`src/rtl/ibex_defines.sv`:
```
// Shared type definitions for the iterative multiply/divide unit.
//   md_op_e    : operation requested by the decoder.
//   md_state_e : sequencing states of the multdiv FSM.
package ibex_defines;

    typedef enum logic [1:0] {
        MD_OP_MULL,
        MD_OP_MULH,
        MD_OP_DIV,
        MD_OP_REM
    } md_op_e;

    typedef enum logic [2:0] {
        MdIdle,
        MdAbsA,
        MdAbsB,
        MdCalc,
        MdNeg,
        MdFinish
    } md_state_e;

    localparam int unsigned MdIterations = 32;

endpackage

```
`src/rtl/ibex_multdiv_iter.sv`:
```
// Iterative 32-bit multiply / divide unit with fixed 36-cycle latency.
// Operands are made non-negative, a 32-step shift-add multiply or restoring
// divide runs on the ALU adder it borrows, and the sign is fixed up at the end.
//
// Ports:
//   clk_i, rst_ni           clock, asynchronous active-low reset
//   en_i                    request, held high until valid_o
//   operator_i              MULL / MULH / DIV / REM
//   signed_mode_i           bit0: op_a signed, bit1: op_b signed
//   op_a_i, op_b_i          operands
//   alu_sel_o               high while this unit drives the shared adder
//   alu_operand_a_o/_b_o    adder inputs {x,1'b1} and {y,1'b0} (or ~{y,1'b0})
//   adder_result_ext_i      adder sum; [32:1] result, [33] carry out
//   valid_o, result_o       one-cycle result strobe and result value
module ibex_multdiv_iter
    import ibex_defines::*;
(
    input  logic        clk_i,
    input  logic        rst_ni,
    input  logic        en_i,
    input  md_op_e      operator_i,
    input  logic [1:0]  signed_mode_i,
    input  logic [31:0] op_a_i,
    input  logic [31:0] op_b_i,
    output logic        alu_sel_o,
    output logic [32:0] alu_operand_a_o,
    output logic [32:0] alu_operand_b_o,
    input  logic [33:0] adder_result_ext_i,
    output logic        valid_o,
    output logic [31:0] result_o
);

    md_state_e   state_q;
    md_op_e      op_q;
    logic        neg_a_q;
    logic        neg_b_q;
    logic        div_zero_q;
    logic [31:0] op_a_q;
    logic [31:0] op_b_q;     // after ABS_B: multiplicand or divisor
    logic [31:0] hi_q;       // product high half / partial remainder
    logic [31:0] lo_q;       // product low half / quotient
    logic [4:0]  cnt_q;
    logic        valid_q;
    logic [31:0] result_q;

    logic [31:0] adder_sum;
    logic        adder_carry;
    logic        unused_adder_lsb;
    logic        is_mul;
    logic [31:0] b_abs;
    logic [31:0] div_shift;
    logic        div_keep;
    logic [63:0] prod;
    logic [63:0] prod_neg;
    logic [31:0] quot_neg;
    logic [31:0] rem_neg;
    logic [31:0] final_res;

    assign adder_sum        = adder_result_ext_i[32:1];
    assign adder_carry      = adder_result_ext_i[33];
    assign unused_adder_lsb = adder_result_ext_i[0];

    assign is_mul = (op_q == MD_OP_MULL) || (op_q == MD_OP_MULH);
    assign b_abs  = neg_b_q ? adder_sum : op_b_q;

    // The bit shifted out of the remainder makes the trial value exceed any
    // 32-bit divisor, so the subtraction must be kept even without carry.
    assign div_shift = {hi_q[30:0], lo_q[31]};
    assign div_keep  = adder_carry | hi_q[31];

    assign prod     = {hi_q, lo_q};
    assign prod_neg = ~prod + 64'd1;
    assign quot_neg = ~lo_q + 32'd1;
    assign rem_neg  = ~hi_q + 32'd1;

    // Sign fix-up done locally: the shared adder is released in NEG.
    always_comb begin
        final_res = hi_q;
        unique case (op_q)
            MD_OP_MULL: final_res = (neg_a_q ^ neg_b_q) ? prod_neg[31:0] : lo_q;
            MD_OP_MULH: final_res = (neg_a_q ^ neg_b_q) ? prod_neg[63:32] : hi_q;
            MD_OP_DIV: begin
                if (div_zero_q) begin
                    final_res = 32'hFFFF_FFFF;
                end else begin
                    final_res = (neg_a_q ^ neg_b_q) ? quot_neg : lo_q;
                end
            end
            MD_OP_REM:  final_res = neg_a_q ? rem_neg : hi_q;
            default:    final_res = hi_q;
        endcase
    end

    // Adder operand formatting for the state currently occupying the adder.
    always_comb begin
        alu_sel_o       = 1'b0;
        alu_operand_a_o = 33'd0;
        alu_operand_b_o = 33'd0;
        unique case (state_q)
            MdAbsA: begin
                alu_sel_o       = 1'b1;
                alu_operand_a_o = {32'd0, 1'b1};
                alu_operand_b_o = ~{op_a_q, 1'b0};
            end
            MdAbsB: begin
                alu_sel_o       = 1'b1;
                alu_operand_a_o = {32'd0, 1'b1};
                alu_operand_b_o = ~{op_b_q, 1'b0};
            end
            MdCalc: begin
                alu_sel_o = 1'b1;
                if (is_mul) begin
                    alu_operand_a_o = {hi_q, 1'b1};
                    alu_operand_b_o = {(lo_q[0] ? op_b_q : 32'd0), 1'b0};
                end else begin
                    alu_operand_a_o = {div_shift, 1'b1};
                    alu_operand_b_o = ~{op_b_q, 1'b0};
                end
            end
            default: begin
                alu_sel_o       = 1'b0;
                alu_operand_a_o = 33'd0;
                alu_operand_b_o = 33'd0;
            end
        endcase
    end

    always_ff @(posedge clk_i or negedge rst_ni) begin
        if (!rst_ni) begin
            state_q    <= MdIdle;
            op_q       <= MD_OP_MULL;
            neg_a_q    <= 1'b0;
            neg_b_q    <= 1'b0;
            div_zero_q <= 1'b0;
            op_a_q     <= 32'd0;
            op_b_q     <= 32'd0;
            hi_q       <= 32'd0;
            lo_q       <= 32'd0;
            cnt_q      <= 5'd0;
            valid_q    <= 1'b0;
            result_q   <= 32'd0;
        end else begin
            valid_q <= 1'b0;
            if ((state_q != MdIdle) && !en_i) begin
                // Requester withdrew: drop the operation silently.
                state_q <= MdIdle;
            end else begin
                unique case (state_q)
                    MdIdle: begin
                        if (en_i) begin
                            op_q       <= operator_i;
                            neg_a_q    <= signed_mode_i[0] & op_a_i[31];
                            neg_b_q    <= signed_mode_i[1] & op_b_i[31];
                            div_zero_q <= (op_b_i == 32'd0);
                            op_a_q     <= op_a_i;
                            op_b_q     <= op_b_i;
                            hi_q       <= 32'd0;
                            lo_q       <= 32'd0;
                            cnt_q      <= 5'd0;
                            state_q    <= MdAbsA;
                        end
                    end
                    MdAbsA: begin
                        if (neg_a_q) begin
                            op_a_q <= adder_sum;
                        end
                        state_q <= MdAbsB;
                    end
                    MdAbsB: begin
                        // Multiply: lo holds the multiplier, op_b the multiplicand.
                        // Divide: lo holds the dividend, op_b the divisor.
                        op_b_q  <= is_mul ? op_a_q : b_abs;
                        lo_q    <= is_mul ? b_abs : op_a_q;
                        hi_q    <= 32'd0;
                        cnt_q   <= 5'd0;
                        state_q <= MdCalc;
                    end
                    MdCalc: begin
                        if (is_mul) begin
                            hi_q <= {adder_carry, adder_sum[31:1]};
                            lo_q <= {adder_sum[0], lo_q[31:1]};
                        end else begin
                            hi_q <= div_keep ? adder_sum : div_shift;
                            lo_q <= {lo_q[30:0], div_keep};
                        end
                        cnt_q <= cnt_q + 5'd1;
                        if (cnt_q == 5'(MdIterations - 1)) begin
                            state_q <= MdNeg;
                        end
                    end
                    MdNeg: begin
                        hi_q    <= final_res;
                        state_q <= MdFinish;
                    end
                    MdFinish: begin
                        result_q <= hi_q;
                        valid_q  <= 1'b1;
                        state_q  <= MdIdle;
                    end
                    default: state_q <= MdIdle;
                endcase
            end
        end
    end

    assign valid_o  = valid_q;
    assign result_o = result_q;

endmodule

```
`config.mk`:
```
export PLATFORM = sky130hd
export DESIGN_NAME = ibex_multdiv_iter
export DESIGN_NICKNAME = d
export VERILOG_FILES = /design/src/rtl/ibex_defines.sv /design/src/rtl/ibex_multdiv_iter.sv
export SDC_FILE = /design/constraint.sdc
export NUM_CORES = 1
export LEC_CHECK = 0
export BUFFER_PORTS_ARGS = -buffer_cell sky130_fd_sc_hd__clkbuf_2
export CAP_MARGIN = 20
export CORE_MARGIN = 4
export CORE_UTILIZATION = 45
export CTS_BUF_LIST = sky130_fd_sc_hd__clkbuf_4
export DETAILED_ROUTE_END_ITERATION = 6
export PLACE_DENSITY = 0.68
export REMOVE_ABC_BUFFERS = 1
export SYNTH_ARGS = -nofsm -noshare
export SYNTH_HDL_FRONTEND = slang
export SYNTH_SLANG_ARGS = --single-unit
```
`constraint.sdc`:
```
create_clock -name clk_i -period 2.37 [get_ports clk_i]
set_input_delay 0.237 -clock clk_i [delete_from_list [all_inputs] [get_ports clk_i]]
set_output_delay 0.237 -clock clk_i [all_outputs]
set_load 0.02 [all_outputs]
```
==> results by group, run 1 <==
Run status
  • Status: complete, but fails checks
  • Failing checks: DRC, setup timing

Place
  • Gpl congestion: around 0.96
  • DP HPWL: roughly 36000 um
  • Port Buffers: 203

Cells and area
  • Commonest non-fill, non-tap cells in the layout: nand2_1 (257), buf_4 (225), nor2_1 (191), dfrtp_1 (171), clkbuf_2 (151)
  • Synth-to-Final Area Change: 44.4%
  • Area of the multi-input gates: 8630 sq um
  • Fillers: 2370
  • Commonest non-fill, non-tap cell in the layout: nand2_1
  • Core Util, Final: 0.667
  • Net count, final: roughly 2.2k
  • Register area: 4360 sq um
  • Share of cells above drive strength 1: 0.317

Synth
  • XOR/XNOR Fraction of Synth Area: 0.0311
  • Adder-cell share of the synthesized area: 0.00386
  • Ys Warns: 0
  • Synth async-reset ratio: 1.00
  • Main combinational cell family by area after synthesis: compound AO/OA/AOI/OAI gates
  • Simple-gate share of the synthesized area: 0.219
  • Compound-Gate Fraction of Synth Area: 0.231
  • Yosys top cell by area: dfrtp_1
  • Mux share of post-synthesis cell area: 0.112
  • EDFF count, synth: 0
  • Cells after Synth: ~1.7k
  • Distinct cell type count after synthesis: 68
  • Sequential share of the synthesized area: 0.336
  • Mapped Avg Cell Area: 7.68 sq um
  • Top_reg_cell synth: dfrtp_1
  • Yosys top cell area share: 0.336
  • Post-synth design cell area: about 13000 sq um
  • FF+latch count, synth: ~170
  • Largest cells by area after synthesis: dfrtp_1 (34%), nand2_1 (8.4%), nor2_1 (6.0%), mux4_2 (5.6%), mux2i_1 (5.3%)

Global routing
  • Tot GR Track Use: 0.331
  • Largest net degree at the start of global routing: roughly 70
  • Antenna violations before repair: 1
  • Vias in the first global route: 14.5k
  • Global route total overflow: 0
  • First-pass GRT wire length: 82000 um

Pwr
  • Logic pwr share: 0.553
  • Int Power: 7.17 mW
  • Tot Pwr: between 10 and 15 mW
  • P_sw: between 5 and 6 mW
  • Sequential fraction of design power: 0.301
  • Leakage: 8.32 nW
  • Pwr Density: 690 nW/um^2
  • Switch share: 0.445
  • Worst vdd ir: 0.000374 V
  • Clk pwr share: 0.147

Floorplanning
  • Initial cell density of the core: 0.462
  • Rows: between 60 and 70
  • Core area: 28100 sq um
  • Die Height: 178 um
  • Top Ports: 205
  • Die area: 31600 sq um
  • Width of the die: 178 um

Setup path
  • Arrival @ worst endpoint: 3.11 ns
  • Startpoint types: register
  • Kind of critical path: reg2reg
  • Worst Path Required: 2.93 ns
  • R2R setup slack: -0.18 ns
  • Crit. End Element: register
  • Capturing point of the worst reg2reg path: hi_q[8]
  • Worst Setup SP: lo_q[21]
  • Worst Reg2Reg Path Length in Cells: 10
  • Reg2Reg Launch Point: lo_q[21]
  • Critical path peak fanout: 4

CTS
  • CTS tree: built
  • Clk root buf: clkbuf_4
  • Worst-skew pair later-pin latency: 0.63 ns
  • CTS Buf Count: 17
  • # H-tree levels: 4
  • CTS Buffer Depth: 2
  • Clk sinks: 174
  • Clk slew on worst S/H paths: ~0.2 ns

Hold path
  • Worst hold endpoint: hi_q[22]
  • Hold-critical path depth: 5
  • Worst Hold Class: in2reg
  • Hold path startpoint: adder_result_ext_i[24]

Route
  • Initial DRC count: ~2.0k
  • Routed wire length: 55500 um
  • Residual DRC: 1
  • DR WL/cell: between 20 and 25 um
  • DRT Pass-1 Iters: 7
  • Avg Vias per Cell: 6.16
  • Via count: 15.4k
  • Detail Route Antenna Nets: 0

Timing
  • Setup WS post-layout: -0.181 ns
  • Final hold viol count: 0
  • RSZ-0062 raised after global routing: true
  • Max transition margin: 0.388
  • Setup violators final: 65
  • Max-slew violations: 0
  • Final period util: 1.08
  • Max Clock Freq: roughly 390 MHz
  • Final Skew: 0.0562 ns
  • Measured slew at the worst slew-check pin: between 0.9 and 1 ns
  • Minimum clock period: 2.55 ns

Flow run
  • Max cap viols: 0
-- state kept, by name, summed over array words and instances, names as in the netlist --
signal      cells
cnt_q           5
div_zero_q      1
hi_q           32
lo_q           32
neg_a_q         1
neg_b_q         1
op_a_q         32
op_b_q         32
op_q            2
result_o       32
state_q         3
valid_o         1
-- layout make-up --
cell class                      count  share of cell area
Clock inverter                     15             0.00875
Clock buffer                       17             0.00681
Antenna cell                        1            0.000134
Multi-Input combinational cell   1281               0.461
Inverter                           80              0.0166
Sequential cell                   174               0.233
Tap cell                          378              0.0252
Timing Repair Buffer              549               0.249
-- Yosys cell counts (all sizes together), types with 3 or more instances --
cell type	instances
o22ai	28
a31o	3
a2111oi	3
inv	76
mux2i	69
o31ai	38
xor2	8
nand2	289
o41ai	4
nor4b	3
a31oi	47
a221oi	10
nor3	42
nand2b	5
ha	4
or3	9
nor4	28
o21ai	119
nand4	11
a21oi	115
a21o	4
a211oi	36
buf	23
o22a	3
and3	9
a211o	7
xnor2	38
nand3	26
dfrtp	174
clkinv	4
mux2	4
a311oi	22
a41oi	5
clkbuf	131
o221ai	9
or4	6
mux4	32
and2	3
or2	4
nor2	208
nor2b	3
-- kinds of logic (layout without fill, tap and decap cells) --
group / count (synthesis) / in the layout
buffers and inverters: 234 / 661
flip-flops: 174 / 174
XOR/XNOR: 46 / 46
adder cells (fa/ha/maj): 4 / 4
multiplexers: 105 / 105
other: 0 / 1
AND/OR/NAND/NOR: 652 / 652
AO/OA/AOI/OAI: 474 / 474
-- routing by layer --
layer / part of all wire / GRT usage
met5: 0 / 0
met4: 0.035 / 0.102
met3: 0.094 / 0.0548
met2: 0.46 / 0.526
met1: 0.41 / 0.467
-- per-stage QoR --
step / TNS [ns] / cells / hold WS, ns / instance area (sq um) / setup WS, ns
after global placement: -3.35 / 2306 / 0.270 / 15500 / -0.283
final: -5.32 / 2495 / 0.132 / 18700 / -0.181
after floorplan: -633.83 / 1535 / -0.0586 / 12400 / -5.32
after detailed placement: -5.19 / 2306 / 0.267 / 15500 / -0.333
after CTS: -4.09 / 2463 / 0.116 / 17700 / -0.198
after global routing: -11.48 / 2495 / 0.141 / 18700 / -0.279
-- power groups by stage --
stage	logic (mW)	clock network [mW]	registers (mW)
floorplan	2.99	0	4.08
global placement	5.43	0	3.83
detailed placement	5.50	0	3.85
CTS	6.39	1.90	3.79
global route	7.59	2.02	3.93
finish	7.14	1.90	3.89
-- worst max path at each step --
stage	to	slack [ns]	depth (start not counted)
global placement	hi_q[30]	-0.28	8
global route	hi_q[30]	-0.28	8
CTS	hi_q[26]	-0.20	10
floorplan	alu_operand_b_o[22]	-5.32	4
finish	hi_q[8]	-0.18	10
detailed placement	hi_q[30]	-0.33	8
-- critical path, cell delays in order (launching register included) --
cell	delay [ns]
dfrtp_1	0.41
or4_4	0.56
nor4_4	0.31
buf_4	0.20
buf_6	0.12
buf_6	0.09
nand4_1	0.10
xor2_1	0.19
a221oi_2	0.08
a211oi_1	0.27
o22a_1	0.17
-- repair_timing --
item / 4_1_cts / 5_1_grt
endpoints found under the hold margin: 126 / 0
hold buffers: 105 / 0
endpoints found under the setup margin: 96 / 124
gates cloned: 6 / 8
resized for setup: 151 / 235
setup buffers: 14 / 23
pin swaps: 34 / 71
(Power assumes the default switching activity.)
==> inputs of run 2 (changes only) <==
ABC_AREA = 1   (was default)
RECOVER_POWER = 100   (was default)
==> run 2 against run 1 <==
The run ends with capacitance limit, slew limit, setup timing left; clock skew is 0.012 ns lower; cell count is 20% higher; critical path depth is 1 lower; first-iteration DRC count is 23% higher; synthesized cell count is 31% higher; die area is 8.8% higher; sequential share of layout area is 0.81 points lower; global-route usage is 8.8 points higher; non-clock buffer count is 54 lower; flip-flop and latch count stayed put; area after synthesis is 9.2% higher; critical path type is now reg2out; critical endpoint is now alu_operand_a_o[13].
==> results by group, run 2 <==
Synth
  • Distinct cell type count after synthesis: 43 (-37%)
  • Ys Warns: 0 (unchanged)
  • Top_reg_cell synth: dfrtp_1
  • Largest cells by area after synthesis: dfrtp_1 (31%), nand2_1 (11%), a21oi_1 (8.9%), o21ai_0 (7.8%), nand3_1 (6.8%)
  • Sequential share of the synthesized area: 0.307 (-0.0283)
  • EDFF count, synth: 0 (unchanged)
  • Synth async-reset ratio: 1.00 (unchanged)
  • Post-synth design cell area: 14200 sq um (+9.2%)
  • Most common cell in the netlist: nand2_1
  • Yosys top cell by area: dfrtp_1
  • FF+latch count, synth: 174 (unchanged)
  • Post-synth top cells: nand2_1 (428), a21oi_1 (253), inv_1 (238), o21ai_0 (222), nor2_1 (215)
  • Yosys top cell area share: 0.307 (-0.0283)
  • Mapped Avg Cell Area: 6.40 sq um (-17%)
  • Cells after Synth: 2215 (+31%)

Cells and area
  • Post-Layout Inst Area: 19400 sq um (+3.6%)
  • Net count, final: 2693 (+22%)
  • Core Util, Final: 0.630 (-0.0373)
  • Share of cells above drive strength 1: 0.201 (-0.116)
  • Commonest non-fill, non-tap cell in the layout: nand2_1
  • Fillers: 2833 (+20%)
  • Synth-to-Final Area Change: 37.0%
  • Commonest non-fill, non-tap cells in the layout: nand2_1 (425), inv_1 (237), a21oi_1 (226), nor2_1 (199)

Pwr
  • Tot Pwr: 28.8 mW (+120%)
  • Pwr Density: 1480 nW/um^2 (+110%)
  • Worst vdd ir: 0.000785 V (+110%)
  • Leakage: 8.91 nW (+7.1%)

Hold path
  • Worst hold endpoint: op_b_q[27]
  • Worst Hold Class: in2reg
  • Hold path startpoint: op_b_i[27]
  • Hold-critical path depth: 3 (-2)

Timing
  • Final Hold Slack: 0.116 ns (-0.0158 ns)
  • Setup violators final: 83 (+28%)
  • Final hold viol count: 0 (unchanged)
  • Max-slew violations: 66 (+66)
  • RSZ-0062 raised after global routing: true
  • Max transition margin: -0.247 (-0.635)
  • Final period util: 1.11 (+0.0304)
  • Setup WS post-layout: -0.253 ns (-0.0719 ns)
  • Final Skew: 0.0445 ns (-0.0118 ns)
  • Measured slew at the worst slew-check pin: 1.87 ns (+0.954 ns)
  • Minimum clock period: 2.62 ns (+0.0719 ns)
  • Max Clock Freq: 381 MHz (-2.7%)

Floorplanning
  • Die area: 34400 sq um (+8.8%)
  • Die Height: 185 um (+4.3%)
  • Initial cell density of the core: 0.460 (-0.00234)
  • Rows: 64 (+4.9%)
  • Width of the die: 185 um (+4.3%)
  • Top Ports: 205 (unchanged)
  • Core area: 30800 sq um (+9.8%)

Setup path
  • Crit. End Element: output port
  • Worst Reg2Reg Path Length in Cells: 10 (unchanged)
  • Startpoint types: register
  • R2R setup slack: -0.07 ns (+0.11 ns)
  • Capturing point of the worst reg2reg path: op_a_q[14]
  • Worst Path Required: 2.13 ns (-0.80 ns)
  • Kind of critical path: reg2out
  • Arrival @ worst endpoint: 2.39 ns (-0.72 ns)
  • Reg2Reg Launch Point: state_q[0]
  • Critical path peak fanout: 6 (+2)

Route
  • DR WL/cell: 24.9 um (+12%)
  • Residual DRC: 0 (-1)
  • Detail Route Antenna Nets: 0 (unchanged)
  • Routed wire length: 74600 um (+34%)
  • Initial DRC count: 2455 (+23%)
  • DRT Pass-1 Iters: 6 (-1)
  • Via count: 19.0k (+23%)
  • Avg Vias per Cell: 6.34 (+2.9%)

CTS
  • CTS Buf Count: 17 (unchanged)
  • # H-tree levels: 4 (unchanged)
  • Clk root buf: clkbuf_4
  • Clk slew on worst S/H paths: 0.16 ns (-0.04 ns)
  • Worst-skew pair later-pin latency: 0.69 ns (+0.06 ns)
  • CTS tree: built
  • CTS Buffer Depth: 2 (unchanged)
  • Clk sinks: 174 (unchanged)

Global routing
  • Largest net degree at the start of global routing: 66 (-7.0%)
  • First-pass GRT wire length: 109000 um (+33%)
  • Tot GR Track Use: 0.420 (+0.0881)
  • Global route total overflow: 0 (unchanged)
  • Antenna violations before repair: 2 (+1)
  • Vias in the first global route: 17.9k (+24%)

Place
  • Gpl congestion: 1.02 (+6.4%)
  • DP HPWL: 49700 um (+37%)
  • Area after DPL: 16300 sq um (+5.2%)
  • Pre-CTS setup slack: 0.128 ns (+0.461 ns)
  • Port Buffers: 203 (unchanged)

Flow run
  • Max cap viols: 1 (+1)

Run status
  • Status: complete, but fails checks
  • Failing checks: capacitance limit, slew limit, setup timing
-- run 2: changes by cell type after synthesis, moves of 57 or more --
cell / previous run / this run
nand3_1: 26 / 193
inv_1: 76 / 238
nand2_1: 289 / 428
a21oi_1: 115 / 253
o21ai_0: 119 / 222
mux2i_1: 69 / 0
a22oi_1: 2 / 65
clkbuf_1: 131 / 74
-- run 2: area by class of cell --
| type | instances | area [sq um] | area share |
|---|---|---|---|
| timing repair buffer | 495 | 4450 | 0.229 |
| tap | 396 | 495 | 0.0255 |
| clock buffer | 17 | 128 | 0.00657 |
| timing repair inverter | 1 | 16.3 | 0.000838 |
| clock inverter | 15 | 186 | 0.00960 |
| inverter | 253 | 987 | 0.0509 |
| multi-input combinational | 1642 | 8780 | 0.452 |
| antenna | 1 | 2.50 | 0.000129 |
| sequential | 174 | 4360 | 0.225 |
-- run 2: per-layer routing --
metal,track usage,wire length [um]
met3,0.104,8380
met4,0.244,5110
met2,0.632,32300
met5,0.00571,0
met1,0.548,28700
-- run 2: how the worst max path moves through the flow --
stage                from             endpoint  slack [ns]  cells after the start
4_1_cts        state_q[1]  alu_operand_a_o[13]       -0.21                      9
3_5_place_dp      lo_q[1]             hi_q[30]        0.13                     13
3_3_place_gp      hi_q[3]             hi_q[19]        0.20                     11
5_1_grt        state_q[1]  alu_operand_b_o[13]       -0.30                     10
6_report       state_q[1]  alu_operand_a_o[13]       -0.25                      9
2_1_floorplan     op_q[1]              hi_q[0]       -4.50                      5
-- run 2: through the flow --
step	cells	TNS (ns)
after floorplan	2069	-511.42
after global placement	2800	0
after detailed placement	2800	0
after CTS	2980	-9.86
after global routing	2994	-21.90
final	2994	-11.22
-- run 2: repair_timing --
item,4_1_cts,5_1_grt
buffers inserted,25,10
gates resized for setup,208,119
pin swaps,3,9
hold buffers,107,0
endpoints found under the setup margin,64,81
gates cloned,17,4
hold endpoints to repair,136,0
-- run 2: kinds of logic (layout without fill, tap and decap cells) --
group,after synthesis,in the layout,synth area share
AOI/OAI and AO/OA,720,720,0.298
buffers and inverters,399,781,0.112
xor gates and xnor gates,12,12,0.00795
and+or+nand+nor,906,906,0.272
DFF,174,174,0.307
adders and majority gates,4,4,0.00353
other,0,1,0
-- run 2: report_power, final --
part | switching (mW) | total [mW] | internal, mW
registers | 1.50 | 5.78 | 4.28
clock network | 1.30 | 2.05 | 0.752
logic | 13.7 | 21.0 | 7.22
total | 16.5 | 28.8 | 12.3
-- run 2: worst max-delay path: stages, from the launching register on --
cell and delay (ns):
dfrtp_1 0.42, inv_2 0.06, nor2_4 0.13, inv_4 0.05, nor2_4 0.18, clkinv_8 0.15, buf_12 0.18, clkbuf_16 0.17
a211oi_2 0.16, buf_4 0.18
